## src/rtl/craps_pkg.sv

```systemverilog
// craps_pkg: shared definitions for the craps round controller and the
// LED sum decoder.
//   phase_e            : round phase, encoding matches the 2-bit phase output
//   SUM_*              : dice sums with special meaning in craps
//   DIE_MIN / DIE_MAX  : legal face range of a single die
package craps_pkg;

    typedef enum logic [1:0] {
        PH_COME_OUT = 2'd0,
        PH_POINT    = 2'd1,
        PH_WON      = 2'd2,
        PH_LOST     = 2'd3
    } phase_e;

    localparam int SUM_2  = 2;
    localparam int SUM_3  = 3;
    localparam int SUM_7  = 7;
    localparam int SUM_11 = 11;
    localparam int SUM_12 = 12;

    localparam int DIE_MIN = 1;
    localparam int DIE_MAX = 6;

endpackage

```

## src/rtl/craps_sum_decode.sv

```systemverilog
// craps_sum_decode: purely combinational roll decoder. Also used directly by
// the LED path, so the flag outputs keep their legacy meaning.
//   die_a, die_b : raw die values (DIE_W bits)
//   sum          : zero-extended die_a + die_b (SUM_W bits)
//   legal        : both dice within DIE_MIN..DIE_MAX
//   d7           : sum is 7
//   d711         : sum is 7 or 11
//   d2312        : sum is 2, 3 or 12
module craps_sum_decode
    import craps_pkg::*;
#(
    parameter int DIE_W = 3,
    parameter int SUM_W = 4
) (
    input  logic [DIE_W-1:0] die_a,
    input  logic [DIE_W-1:0] die_b,
    output logic [SUM_W-1:0] sum,
    output logic             legal,
    output logic             d7,
    output logic             d711,
    output logic             d2312
);

    logic a_ok;
    logic b_ok;

    assign a_ok  = (die_a >= DIE_W'(DIE_MIN)) && (die_a <= DIE_W'(DIE_MAX));
    assign b_ok  = (die_b >= DIE_W'(DIE_MIN)) && (die_b <= DIE_W'(DIE_MAX));
    assign legal = a_ok && b_ok;

    assign sum   = SUM_W'(die_a) + SUM_W'(die_b);

    // Flags are only meaningful when legal; the consumer gates them.
    assign d7    = (sum == SUM_W'(SUM_7));
    assign d711  = d7 || (sum == SUM_W'(SUM_11));
    assign d2312 = (sum == SUM_W'(SUM_2)) || (sum == SUM_W'(SUM_3)) ||
                   (sum == SUM_W'(SUM_12));

endmodule

```

## src/rtl/craps_round_fsm.sv

```systemverilog
// craps_round_fsm: single-round craps controller.
// Takes one roll per roll_valid strobe, tracks come-out / point phases,
// holds the point, and keeps a per-round roll count plus session win/loss
// tallies. All outputs are registered (latency 1 from an accepted strobe),
// and nothing changes while clock_en is low.
//   clock, reset        : rising-edge clock, async active-high reset
//   clock_en            : qualifies every update
//   roll_valid, die_a/b : roll strobe and dice
//   new_game            : start the next round (wins over roll_valid)
//   phase, point        : round phase and established point (0 if none)
//   win, lose           : phase is WON / LOST
//   D7, D711, D2312     : class of last accepted sum
//   roll_err            : illegal die seen on a strobe (held while !clock_en)
//   roll_count          : accepted rolls this round (saturating)
//   win_count/loss_count: session tallies (saturating)
module craps_round_fsm
    import craps_pkg::*;
#(
    parameter int DIE_W = 3,
    parameter int SUM_W = 4,
    parameter int CNT_W = 8
) (
    input  logic             clock,
    input  logic             reset,
    input  logic             clock_en,
    input  logic             roll_valid,
    input  logic [DIE_W-1:0] die_a,
    input  logic [DIE_W-1:0] die_b,
    input  logic             new_game,
    output logic [1:0]       phase,
    output logic [SUM_W-1:0] point,
    output logic             win,
    output logic             lose,
    output logic             D7,
    output logic             D711,
    output logic             D2312,
    output logic             roll_err,
    output logic [CNT_W-1:0] roll_count,
    output logic [CNT_W-1:0] win_count,
    output logic [CNT_W-1:0] loss_count
);

    logic [SUM_W-1:0] sum;
    logic             legal;
    logic             dec_d7;
    logic             dec_d711;
    logic             dec_d2312;

    craps_sum_decode #(
        .DIE_W (DIE_W),
        .SUM_W (SUM_W)
    ) u_decode (
        .die_a (die_a),
        .die_b (die_b),
        .sum   (sum),
        .legal (legal),
        .d7    (dec_d7),
        .d711  (dec_d711),
        .d2312 (dec_d2312)
    );

    phase_e           phase_q,      phase_d;
    logic [SUM_W-1:0] point_q,      point_d;
    logic             win_q,        win_d;
    logic             lose_q,       lose_d;
    logic             d7_q,         d7_d;
    logic             d711_q,       d711_d;
    logic             d2312_q,      d2312_d;
    logic             roll_err_q,   roll_err_d;
    logic [CNT_W-1:0] roll_count_q, roll_count_d;
    logic [CNT_W-1:0] win_count_q,  win_count_d;
    logic [CNT_W-1:0] loss_count_q, loss_count_d;

    logic in_play;
    assign in_play = (phase_q == PH_COME_OUT) || (phase_q == PH_POINT);

    always_comb begin
        phase_d      = phase_q;
        point_d      = point_q;
        d7_d         = d7_q;
        d711_d       = d711_q;
        d2312_d      = d2312_q;
        roll_err_d   = roll_err_q;
        roll_count_d = roll_count_q;
        win_count_d  = win_count_q;
        loss_count_d = loss_count_q;

        if (clock_en) begin
            // Illegal dice flag in any phase, but a simultaneous new_game
            // drops the roll entirely.
            roll_err_d = roll_valid && !new_game && !legal;

            if (new_game) begin
                phase_d      = PH_COME_OUT;
                point_d      = '0;
                roll_count_d = '0;
                d7_d         = 1'b0;
                d711_d       = 1'b0;
                d2312_d      = 1'b0;
            end else if (roll_valid && legal && in_play) begin
                d7_d    = dec_d7;
                d711_d  = dec_d711;
                d2312_d = dec_d2312;
                if (roll_count_q != '1)
                    roll_count_d = roll_count_q + 1'b1;

                case (phase_q)
                    PH_COME_OUT: begin
                        if (dec_d711) begin
                            phase_d = PH_WON;
                            if (win_count_q != '1)
                                win_count_d = win_count_q + 1'b1;
                        end else if (dec_d2312) begin
                            phase_d = PH_LOST;
                            if (loss_count_q != '1)
                                loss_count_d = loss_count_q + 1'b1;
                        end else begin
                            phase_d = PH_POINT;
                            point_d = sum;
                        end
                    end
                    PH_POINT: begin
                        // Point match is tested first; a point of 7 cannot
                        // exist since 7 resolves on the come-out roll.
                        if (sum == point_q) begin
                            phase_d = PH_WON;
                            if (win_count_q != '1)
                                win_count_d = win_count_q + 1'b1;
                        end else if (dec_d7) begin
                            phase_d = PH_LOST;
                            if (loss_count_q != '1)
                                loss_count_d = loss_count_q + 1'b1;
                        end
                    end
                    default: phase_d = PH_COME_OUT;
                endcase
            end
        end

        // win/lose are registered copies of the next phase decode.
        win_d  = (phase_d == PH_WON);
        lose_d = (phase_d == PH_LOST);
    end

    always_ff @(posedge clock or posedge reset) begin
        if (reset) begin
            phase_q      <= PH_COME_OUT;
            point_q      <= '0;
            win_q        <= 1'b0;
            lose_q       <= 1'b0;
            d7_q         <= 1'b0;
            d711_q       <= 1'b0;
            d2312_q      <= 1'b0;
            roll_err_q   <= 1'b0;
            roll_count_q <= '0;
            win_count_q  <= '0;
            loss_count_q <= '0;
        end else begin
            phase_q      <= phase_d;
            point_q      <= point_d;
            win_q        <= win_d;
            lose_q       <= lose_d;
            d7_q         <= d7_d;
            d711_q       <= d711_d;
            d2312_q      <= d2312_d;
            roll_err_q   <= roll_err_d;
            roll_count_q <= roll_count_d;
            win_count_q  <= win_count_d;
            loss_count_q <= loss_count_d;
        end
    end

    assign phase      = phase_q;
    assign point      = point_q;
    assign win        = win_q;
    assign lose       = lose_q;
    assign D7         = d7_q;
    assign D711       = d711_q;
    assign D2312      = d2312_q;
    assign roll_err   = roll_err_q;
    assign roll_count = roll_count_q;
    assign win_count  = win_count_q;
    assign loss_count = loss_count_q;

endmodule

```

## config.mk

```make
export PLATFORM = sky130hd
export DESIGN_NAME = craps_round_fsm
export DESIGN_NICKNAME = d
export VERILOG_FILES = /design/src/rtl/craps_pkg.sv /design/src/rtl/craps_sum_decode.sv /design/src/rtl/craps_round_fsm.sv
export SDC_FILE = /design/constraint.sdc
export NUM_CORES = 1
export LEC_CHECK = 0
export CORE_MARGIN = 3
export CORE_UTILIZATION = 45
export CTS_CLUSTER_SIZE = 24
export DETAILED_ROUTE_END_ITERATION = 8
export PLACE_DENSITY = 0.84
export RECOVER_POWER = 25
export SYNTH_ARGS = -nofsm -noshare
export SYNTH_HDL_FRONTEND = slang
export SYNTH_SLANG_ARGS = --single-unit
```

## constraint.sdc

```tcl
create_clock -name clock -period 1.8 [get_ports clock]
set_input_delay 0.36 -clock clock [delete_from_list [all_inputs] [get_ports clock]]
set_output_delay 0.36 -clock clock [all_outputs]
set_load 0.03 [all_outputs]
```

# [Word-level counts from Yosys, hierarchy flattened]
# Cells that the tools add are included.
[word_totals] ff_bits=36 out_inout_bits=36 wordCells=95
[op_classes] n_addsub=4 n_lt_le_gt_ge=4 eq_ne=20 n_mux=32 n_bitwise=1 reduce_logical=23
[op_table] operator="$mux W8" n=11
[op_table] operator="$pmux W8 S2" n=2
[op_table] operator="$add A8 B1 Y8 const B" n=3
[op_table] operator="$ne A8 B8 Y1 const B" n=3
[op_table] operator="$mux W4" n=5
[op_table] operator="$mux W2" n=7
[op_table] operator="$ne A2 B2 Y1 const B" n=7
[op_table] operator="$eq A4 B2 Y1 const B" n=2
[op_table] operator="$eq A4 B4 Y1 const B" n=2
[op_table] operator="$reduce_and A8 Y1" n=1
[op_table] operator="$reduce_bool A2 Y1" n=4
[op_table] operator="$logic_and A1 B1 Y1" n=7
[op_table] operator="$ge A3 B1 Y1 const B" n=2
[op_table] operator="$le A3 B3 Y1 const B" n=2
[op_table] operator="$mux W1" n=6
[op_table] operator="$reduce_and A6 Y1" n=1
[op_table] operator="$reduce_and A5 Y1" n=1
[op_table] operator="$add A3 B3 Y4" n=1
[op_table] operator="$eq A2 B2 Y1 const B" n=2
[op_table] operator="$eq A4 B3 Y1 const B" n=1
[op_table] operator="$eq A4 B4 Y1" n=1
[op_table] operator="$logic_or A1 B1 Y1" n=4
[op_table] operator="$pmux W2 S2" n=1
[op_table] operator="$reduce_and A3 Y1" n=1
[op_table] operator="other kinds (6)" n=7

# [Depth between registers and ports, before layout]
# Gate-level depths: netlist of the first run.
[logic_depth] word_depth=11 mapped_depth=9 depth_no_buf=8

# [Hierarchy]
# Synthesis of the first run repeated with hierarchy kept, for this count alone.
[hier_totals] hier_cells=190 area_unflattened_um2=1953.1
[by_module_without_submodules] mod="craps_round_fsm" instances=1 cells_each=166 area_per_inst_um2=1771.7
[by_module_without_submodules] mod="craps_sum_decode" instances=1 cells_each=24 area_per_inst_um2=181.4

# [Least setup slack after synthesis of the first run]
# OpenSTA, ideal clock, no wires.
[synth_path] path_kind="input-to-reg" start="input die_a[0]" end="register loss_count_q[1] (netlist: loss_count[1])" arrival_ns=2.634 setup_slack_ns=-0.962 path_stages=8 path_buffers=1 cell_sequence="ha_1 -> fa_1 -> clkbuf_1 -> nand2_1 -> a2111oi_1 -> nor4bb_1 -> a2111oi_4 -> mux2_1"
[synth_between] elab_chain_len=6 elab_cells_between_ends=21
[synth_lines] element="start: declaration" line="craps_round_fsm.sv:27" rtl="input logic [DIE_W-1:0] die_a,"
[synth_lines] element="$add A3 B3 Y4, or another cell as far along" line="craps_sum_decode.sv:31" rtl="assign sum = SUM_W'(die_a) + SUM_W'(die_b);"
[synth_lines] element="$eq A4 B2 Y1 or $logic_and A1 B1 Y1 (tied branches)" line="craps_sum_decode.sv:36, craps_sum_decode.sv:27"
[synth_lines] element="$logic_or A1 B1 Y1 or $logic_and A1 B1 Y1 (tied branches)" line="craps_sum_decode.sv:36, craps_sum_decode.sv:29"
[synth_lines] element="$logic_or A1 B1 Y1 or $logic_and A1 B1 Y1 (tied branches)" line="craps_sum_decode.sv:36, craps_round_fsm.sv:100"
[synth_lines] element="$ne A2 B2 Y1 (no source line) or $logic_and A1 B1 Y1 (tied branches)"
[synth_lines] element="$reduce_and A8 Y1 (no source line) (*)"
[synth_lines] element="end signal: assignment" line="craps_round_fsm.sv:169" rtl="loss_count_q <= loss_count_d;"
[synth_lines] element="end: declaration" line="craps_round_fsm.sv:72" rtl="logic [CNT_W-1:0] loss_count_q, loss_count_d;"
# Mark *: on every way between the ends. The rest lies on a longest branch, timed or not.
# A chain may end at the register's enable or synchronous reset.

# [Final worst setup path of the first run]
[layout_path] start="input die_b[0]" end="register win_count_q[6] (netlist: win_count[6])"
[layout_between] elab_chain_len=6 elab_cells_between_ends=14
[layout_lines] element="start: declaration" line="craps_round_fsm.sv:28" rtl="input logic [DIE_W-1:0] die_b,"
[layout_lines] element="branches (longest 5 deep; another with $add A3 B3 Y4)"
[layout_lines] element="$reduce_and A6 Y1 (no source line) (*)"
[layout_lines] element="end signal: assignment" line="craps_round_fsm.sv:168" rtl="win_count_q <= win_count_d;"
[layout_lines] element="end: declaration" line="craps_round_fsm.sv:71" rtl="logic [CNT_W-1:0] win_count_q, win_count_d;"
# Mark *: on every way between the ends.

==> summary.md, run 1 <==
| Metric | Value |
|---|---|
| Run status | `complete, but fails checks` |
| Vias in the first global route | `2246` |
| Ys async rst share | `100%` |
| Clock network power share | `between 10% and 20%` |
| Root buffer cell | `clkbuf_8` |
| Setup Skew | `roughly 0.01 ns` |
| Core area | `between 4000 and 5000 µm²` |
| GR Layer Usage met3 | `6.02%` |
| Hold Fails Final Rpt | `0` |
| Via count | `roughly 2400` |
| Post-synthesis adder-cell area fraction | `4.60%` |
| Top cell type's share of synthesized area | `43.6%` |
| Starting density of the core | `between 40% and 50%` |
| CP Class | `primary input to register` |
| Largest family of logic cells by synthesized area | `simple AND/OR/NAND/NOR gates` |
| # DRC | `0` |
| Cell variety after synth | `46` |
| Sequential power share | `between 30% and 40%` |
| PD cells | `915 nW/µm²` |
| Die ar. | `5450 µm²` |
| # setup viols final | `27` |
| First-pass DRT Iterations | `5` |
| Share of cells above drive strength 1 | `44.1%` |
| Synth Area in Simple Gates | `20.6%` |
| Synthesized cell area | `around 2100 µm²` |
| Crit path DAT | `2.83 ns` |
| M2 GR Usage | `between 40% and 50%` |
| Switching pwr | `between 1 and 1.5 mW` |
| Avg WL per Cell | `approximately 22 µm` |
| Placer Congestion | `0.850` |
| Top cells by area, synth | `dfrtp_1, xnor2_1, and3_1` |
| Most used routing layer | `met2` |
| Reg clk slew, reported paths | `0.07 ns` |
| Port Buffers | `46` |
| First-pass GRT wire length | `roughly 11000 µm` |
| Logic gate share of total power | `about half` |
| Die W | `around 74 µm` |
| Total placed cells including tap cells | `358` |
| Final wirelength | `8360 µm` |
| Final Cycle Share | `146%` |
| Total CTS buffers | `5` |
| Antenna violations before repair | `0` |
| Total gr overflow | `0` |
| Synth area leader | `dfrtp_1` |
| Post-Layout Cell Count | `383` |
| Failing checks | `negative setup slack` |
| Worst setup margin | `-0.821 ns` |
| Post-synthesis compound-gate area fraction | `13.4%` |
| P_int | `2.06 mW` |
| Max Cap Viol | `0` |
| Post-synthesis mux area share | `around 3.6%` |
| Worst EP required | `~2.0 ns` |
| Clock Latency Late Sink | `0.29 ns` |
| Gr usage total | `a little over a quarter` |
| Synth Net Count | `224` |
| Clk sink count | `36` |
| Detail Route Antenna Nets | `0` |
| Minimum clock period | `2.62 ns` |
| Die H | `between 70 and 80 µm` |
| Rows | `24` |
| Switching share of power | `39.5%` |
| Ports | `47` |
| Avg Vias per Cell | `6.15` |
| EDFF count, synth | `0` |
| Maximum vdd drop | `0.762 mV` |
| DRT iter0 DRCs | `289` |
| CTS tree | `yes` |
| Setup crit end kind | `register` |
| Area growth syn-to-layout | `79.7%` |
| Synthesized instance count | `206` |
| Hold_ws | `0.496 ns` |
| Slew @ Worst Pin | `0.898 ns` |
| Met1 Track Usage GR | `a little under a third` |
| Post-Synth XOR/XNOR Area | `11.3%` |
| HPWL Detailed | `between 4000 and 5000 µm` |
| Mean Syn Cell Area | `about 10 µm²` |
| HP Class | `register to register` |
| Max Fclk | `382 MHz` |
| Ant diodes | `0` |
| Pin count of the biggest net entering global routing | `37` |
| Synth Warn # | `0` |
| CTS H-Tree Depth | `2` |
| CTS max path bufs | `2` |
| Post-synthesis sequential area ratio | `roughly 44%` |
| Fill count | `216` |
| Startpoint types | `primary input` |
| Seq cells post-synth | `36` |
| Crit path max fanout | `5` |
| RSZ-0062 raised after global routing | `true` |
| Max-slew violations | `0` |
| Top_reg_cell synth | `dfrtp_1` |
| Max_slew headroom | `40.1%` |
| Leak pwr | `1.90 nW` |
| Final #Nets | `348` |
==> layer usage <==
metal	routed length, µm	up-vias	part of all wire (%)
met5	0	-	0
met4	474	0	5.7
met3	617	49	7.4
met2	4240	164	51
met1	3020	1156	36
li1	-	987	-
==> worst max-delay path, cell delays in order <==
cell,delay (ns)
buf_8,0.10
ha_4,0.15
fa_2,0.60
buf_12,0.13
nand2_4,0.07
nor4_2,0.31
o21ai_1,0.20
a221oi_4,0.36
buf_6,0.17
nand4_1,0.15
xnor2_1,0.22
==> per-stage QoR <==
step / total power, mW / TNS [ns] / utilization [%] / area [µm²] / worst slack, ns
after global routing: 3.51 / -16.50 / 84.8 / 3720 / -0.857
after floorplan: 1.70 / -11.95 / - / 2170 / -0.684
final: 3.40 / -15.30 / 84.8 / 3720 / -0.821
after global placement: 2.33 / -32.43 / 71.1 / 3120 / -1.17
after detailed placement: 2.36 / -35.37 / 71.1 / 3120 / -1.32
after CTS: 3.03 / -11.27 / 77.8 / 3410 / -0.591
==> Yosys cell counts (all sizes together) (2+ instances only) <==
cell     number
xor2          3
mux2          3
a31oi         2
nor2b         2
ha            6
mux2i         4
and2          3
a211oi        2
a21oi         4
o211ai        2
nor4          3
o22ai         6
and3         12
nor3          7
clkbuf        6
nor2         18
inv          10
nand3         7
nand4         9
nand2        12
xnor2        21
nor3b         2
a2111oi       2
dfrtp        36
a21o          2
a211o         2
o21ai         6
==> what timing repair did <==
item | CTS | global route
setup buffers | 5 | 13
endpoints found under the hold margin | 0 | 0
endpoints found under the setup margin | 45 | 44
pin swaps | 26 | 33
gates resized for setup | 66 | 55
hold buffers | 0 | 0
==> registers in the layout, indices dropped and copies added, names as in the netlist, named ones only <==
register,flops
loss_count,8
D711,1
point,4
win,1
win_count,8
D2312,1
phase,1
D7,1
roll_err,1
lose,1
roll_count,8
==> cell usage in the layout (no fill, tap or decap), drive strengths merged, types with 4 or more instances in the layout <==
| master | netlist | final |
|---|---|---|
| xnor2 | 21 | 21 |
| nand2 | 12 | 12 |
| dlygate4sd2 | 0 | 10 |
| nor3 | 7 | 7 |
| nand3 | 7 | 7 |
| o22ai | 6 | 6 |
| inv | 10 | 10 |
| clkbuf | 6 | 11 |
| mux2i | 4 | 4 |
| clkdlybuf4s50 | 0 | 18 |
| dfrtp | 36 | 36 |
| dlymetal6s2s | 0 | 11 |
| o21ai | 6 | 6 |
| a21oi | 4 | 4 |
| nand4 | 9 | 9 |
| ha | 6 | 6 |
| and3 | 12 | 12 |
| nor2 | 18 | 18 |
| buf | 1 | 81 |
==> area by class of cell <==
class | count | area (µm²) | share of cell area [%]
sequential | 36 | 907 | 24.4
inverter | 10 | 37.5 | 1.01
multi-input combinational | 153 | 1490 | 40.0
tap | 52 | 65.1 | 1.75
timing repair buffer | 124 | 1130 | 30.4
clock buffer | 8 | 90.1 | 2.42
==> cell families (layout without fill, tap and decap cells) <==
group	Yosys count	in the layout
and+or+nand+nor	80	80
AOI/OAI and AO/OA	34	34
adders and majority gates	7	7
buffers and inverters	17	142
muxes	7	7
xor gates and xnor gates	25	25
DFF	36	36
==> power by group through the flow <==
stage	combinational (mW)	clock (mW)	sequential, mW
CTS	1.42	0.605	1.00
finish	1.76	0.607	1.04
global route	1.83	0.643	1.04
detailed placement	1.35	0	1.01
global placement	1.32	0	1.01
floorplan	0.470	0	1.23
==> worst paths after layout <==
check	from	endpoint	depth (start not counted)	slack (ns)
worst min-delay path	loss_count[7]	loss_count[7]	1	0.50
min in group asynchronous	reset	win	3	0.79
worst max-delay path	die_b[0]	win_count[6]	11	-0.82
worst min register to register	loss_count[7]	loss_count[7]	1	0.50
max in group asynchronous	reset	roll_count[5]	3	0.39
worst max register to register	point[2]	loss_count[1]	9	-0.36
Note: power is estimated with default switching activity, not from simulation.
==> inputs of run 2 (changes only) <==
--- a/config.mk
+++ b/config.mk
@@ -9,6 +9,7 @@
 export CORE_UTILIZATION = 45
 export CTS_CLUSTER_SIZE = 24
 export DETAILED_ROUTE_END_ITERATION = 8
+export MAX_ROUTING_LAYER = met4
 export PLACE_DENSITY = 0.84
 export RECOVER_POWER = 25
 export SYNTH_ARGS = -nofsm -noshare
==> run 2 against run 1 <==
The run still ends with negative setup slack left. Routed wire length decreased by 15%. Sequential share of layout area increased by 0.78 points. Core utilization decreased by 2.6 points. Clock-buffer cell count unchanged. Worst setup slack improved by 0.20 ns. Sequential power decreased by 4%. Die area unchanged. Cell area decreased by 3.1%. Critical path type unchanged.
==> summary.md, run 2 (synthesis gave the netlist of run 1 again) <==
| Metric | Value |
|---|---|
| Rows | `24` |
| Total placed cells including tap cells | `356` |
| RSZ-0062 raised after global routing | `true` |
| Worst EP required | `1.98 ns` |
| Total CTS buffers | `5` |
| Core area | `4380 µm²` |
| Storage cell area | `907 µm²` |
| Detail Route Antenna Nets | `0` |
| Slew @ Worst Pin | `0.892 ns` |
| Placer Congestion | `0.894` |
| Max_slew headroom | `40.5%` |
| CP Class | `primary input to register` |
| Fill count | `between 200 and 250` |
| Max Fclk | `between 400 and 500 MHz` |
| PD cells | `880 nW/µm²` |
| Max-slew violations | `0` |
| # DRC | `0` |
| Failing checks | `negative setup slack` |
| Total Power | `between 3 and 4 mW` |
| Hold Fails Final Rpt | `0` |
| Root buffer cell | `clkbuf_8` |
| Startpoint types | `primary input` |
| Starting density of the core | `47.2%` |
| Die ar. | `5450 µm²` |
| Hold wc startpoint | `roll_valid` |
| Clock Latency Late Sink | `0.29 ns` |
| Clock network power share | `19.2%` |
| HPWL Detailed | `4110 µm` |
| Run status | `complete, but fails checks` |
| Hold buffers post-CTS | `0` |
| Minimum clock period | `around 2.4 ns` |
| Max Cap Viol | `0` |
| Avg WL per Cell | `around 19 µm` |
| CTS H-Tree Depth | `2` |
| R2R Setup Slk | `-0.16 ns` |
| Setup crit end kind | `register` |
| Hold_ws | `just over 0.5 ns` |
| Crit Reg-Reg Endpoint | `win_count[6]` |
| Most common cell after layout, fill and taps aside | `buf_4` |
| Via count | `2157` |
| First-pass GRT wire length | `10100 µm` |
| Worst setup margin | `-0.621 ns` |
| Setup Skew | `0.0124 ns` |
| # setup viols final | `28` |
| Final Cycle Share | `134%` |
| First-pass DRT Iterations | `4` |
| Vias in the first global route | `approximately 2300` |
| Antenna violations before repair | `0` |
| CTS max path bufs | `2` |
| Final wirelength | `7090 µm` |
| Sequential power share | `31.7%` |
| Ant diodes | `0` |
| Commonest non-fill, non-tap cells in the layout | `buf_4, dfrtp_1, clkdlybuf4s50_1, xnor2_1` |
| Pre-CTS setup slack | `-1.27 ns` |
| Leak pwr | `around 1.8 nW` |
| Total gr overflow | `0` |
| Die W | `73.8 µm` |
| Avg Vias per Cell | `around 5.7` |
| Footprint of the multi-input gates | `between 1000 and 1500 µm²` |
| Hold path depth | `4` |
| Share of cells above drive strength 1 | `43.1%` |
| Reg2Reg Launch Point | `phase[0]` |
| Crit path DAT | `about 2.6 ns` |
| Logic gate share of total power | `49.2%` |
| Die H | `73.8 µm` |
| Clk sink count | `36` |
| Hold endpoint | `roll_err` |
| Reg clk slew, reported paths | `about 0.07 ns` |
| Pin count of the biggest net entering global routing | `37` |
| Port Buffers | `46` |
| Ports | `47` |
| Switching pwr | `around 1.2 mW` |
| Utilization after layout | `around 82%` |
| Worst r2r path cells | `7` |
| Post-Layout Cell Count | `379` |
| Gr usage total | `25.1%` |
| DRT iter0 DRCs | `119` |
| Maximum vdd drop | `approximately 0.65 mV` |
| CTS tree | `yes` |
| Area growth syn-to-layout | `74.2%` |
| Final #Nets | `344` |
| Switching share of power | `between 30% and 40%` |
| P_int | `1.96 mW` |
| Crit path max fanout | `4` |
| HP Class | `primary input to register` |
-- run 2: timing repair --
action                                  in CTS  in global routing
hold endpoints to repair                     0                  0
endpoints found under the setup margin      43                 46
gates cloned                                 0                  0
pin swaps                                   28                 24
setup buffers                                9                  8
resized for setup                           66                 42
-- run 2: per-stage QoR --
step	setup TNS [ns]	instance area [µm²]
floorplan	-11.95	2170
global placement	-32.73	3100
finish	-11.01	3600
global route	-13.40	3600
detailed placement	-35.15	3100
CTS	-10.30	3420
-- run 2: metal layers --
metal	wire length (µm)	track usage [%]	share of wire, %	vias to the layer above
met5	0	-	0	-
met3	419	4.10	5.9	20
met4	221	9.26	3.1	0
met1	2650	29.4	37	1062
li1	-	-	-	982
met2	3800	43.2	54	93
-- run 2: power by group through the flow --
stage	Clock, mW	Sequential, mW	Combinational [mW]
final	0.608	1.00	1.56
after global placement	0	1.00	1.32
after floorplan	0	1.23	0.470
after CTS	0.606	0.998	1.45
after global routing	0.649	1.02	1.66
after detailed placement	0	1.01	1.34
-- run 2: how the worst max path moves through the flow --
| stage | endpoint | slack [ns] | from | depth (start not counted) |
|---|---|---|---|---|
| 3_3_place_gp | win_count[1] | -1.19 | die_b[0] | 9 |
| 4_1_cts | win_count[1] | -0.57 | die_b[0] | 9 |
| 3_5_place_dp | win_count[1] | -1.27 | die_b[0] | 9 |
| 5_1_grt | win_count[6] | -0.71 | die_b[0] | 11 |
| 6_report | lose | -0.62 | die_b[0] | 10 |
| 2_1_floorplan | loss_count[1] | -0.68 | die_a[0] | 8 |
-- run 2: area by class of cell --
class                   count  area share (%)
clock buffers               8            2.50
repair buffers            120            29.5
flip-flops and latches     36            25.2
well taps                  52            1.81
inverters                  10            1.04
multi-input cells         153            40.0
-- run 2: worst max-delay path, cell delays in order --
cell	delay, ns
buf_8	0.10
ha_4	0.15
fa_2	0.64
buf_6	0.16
buf_6	0.10
o211ai_1	0.08
o211ai_1	0.31
a41oi_1	0.22
a21o_1	0.26
nor2b_1	0.22
==> inputs of run 3 (changes only) <==
--- a/config.mk
+++ b/config.mk
@@ -9,6 +9,7 @@
 export CORE_UTILIZATION = 45
 export CTS_CLUSTER_SIZE = 24
 export DETAILED_ROUTE_END_ITERATION = 8
+export HOLD_SLACK_MARGIN = 0.1
 export MAX_ROUTING_LAYER = met4
 export PLACE_DENSITY = 0.84
 export RECOVER_POWER = 25
==> results of run 3 <==
The final DEF is identical to that of run 2; final timing and power are the same.
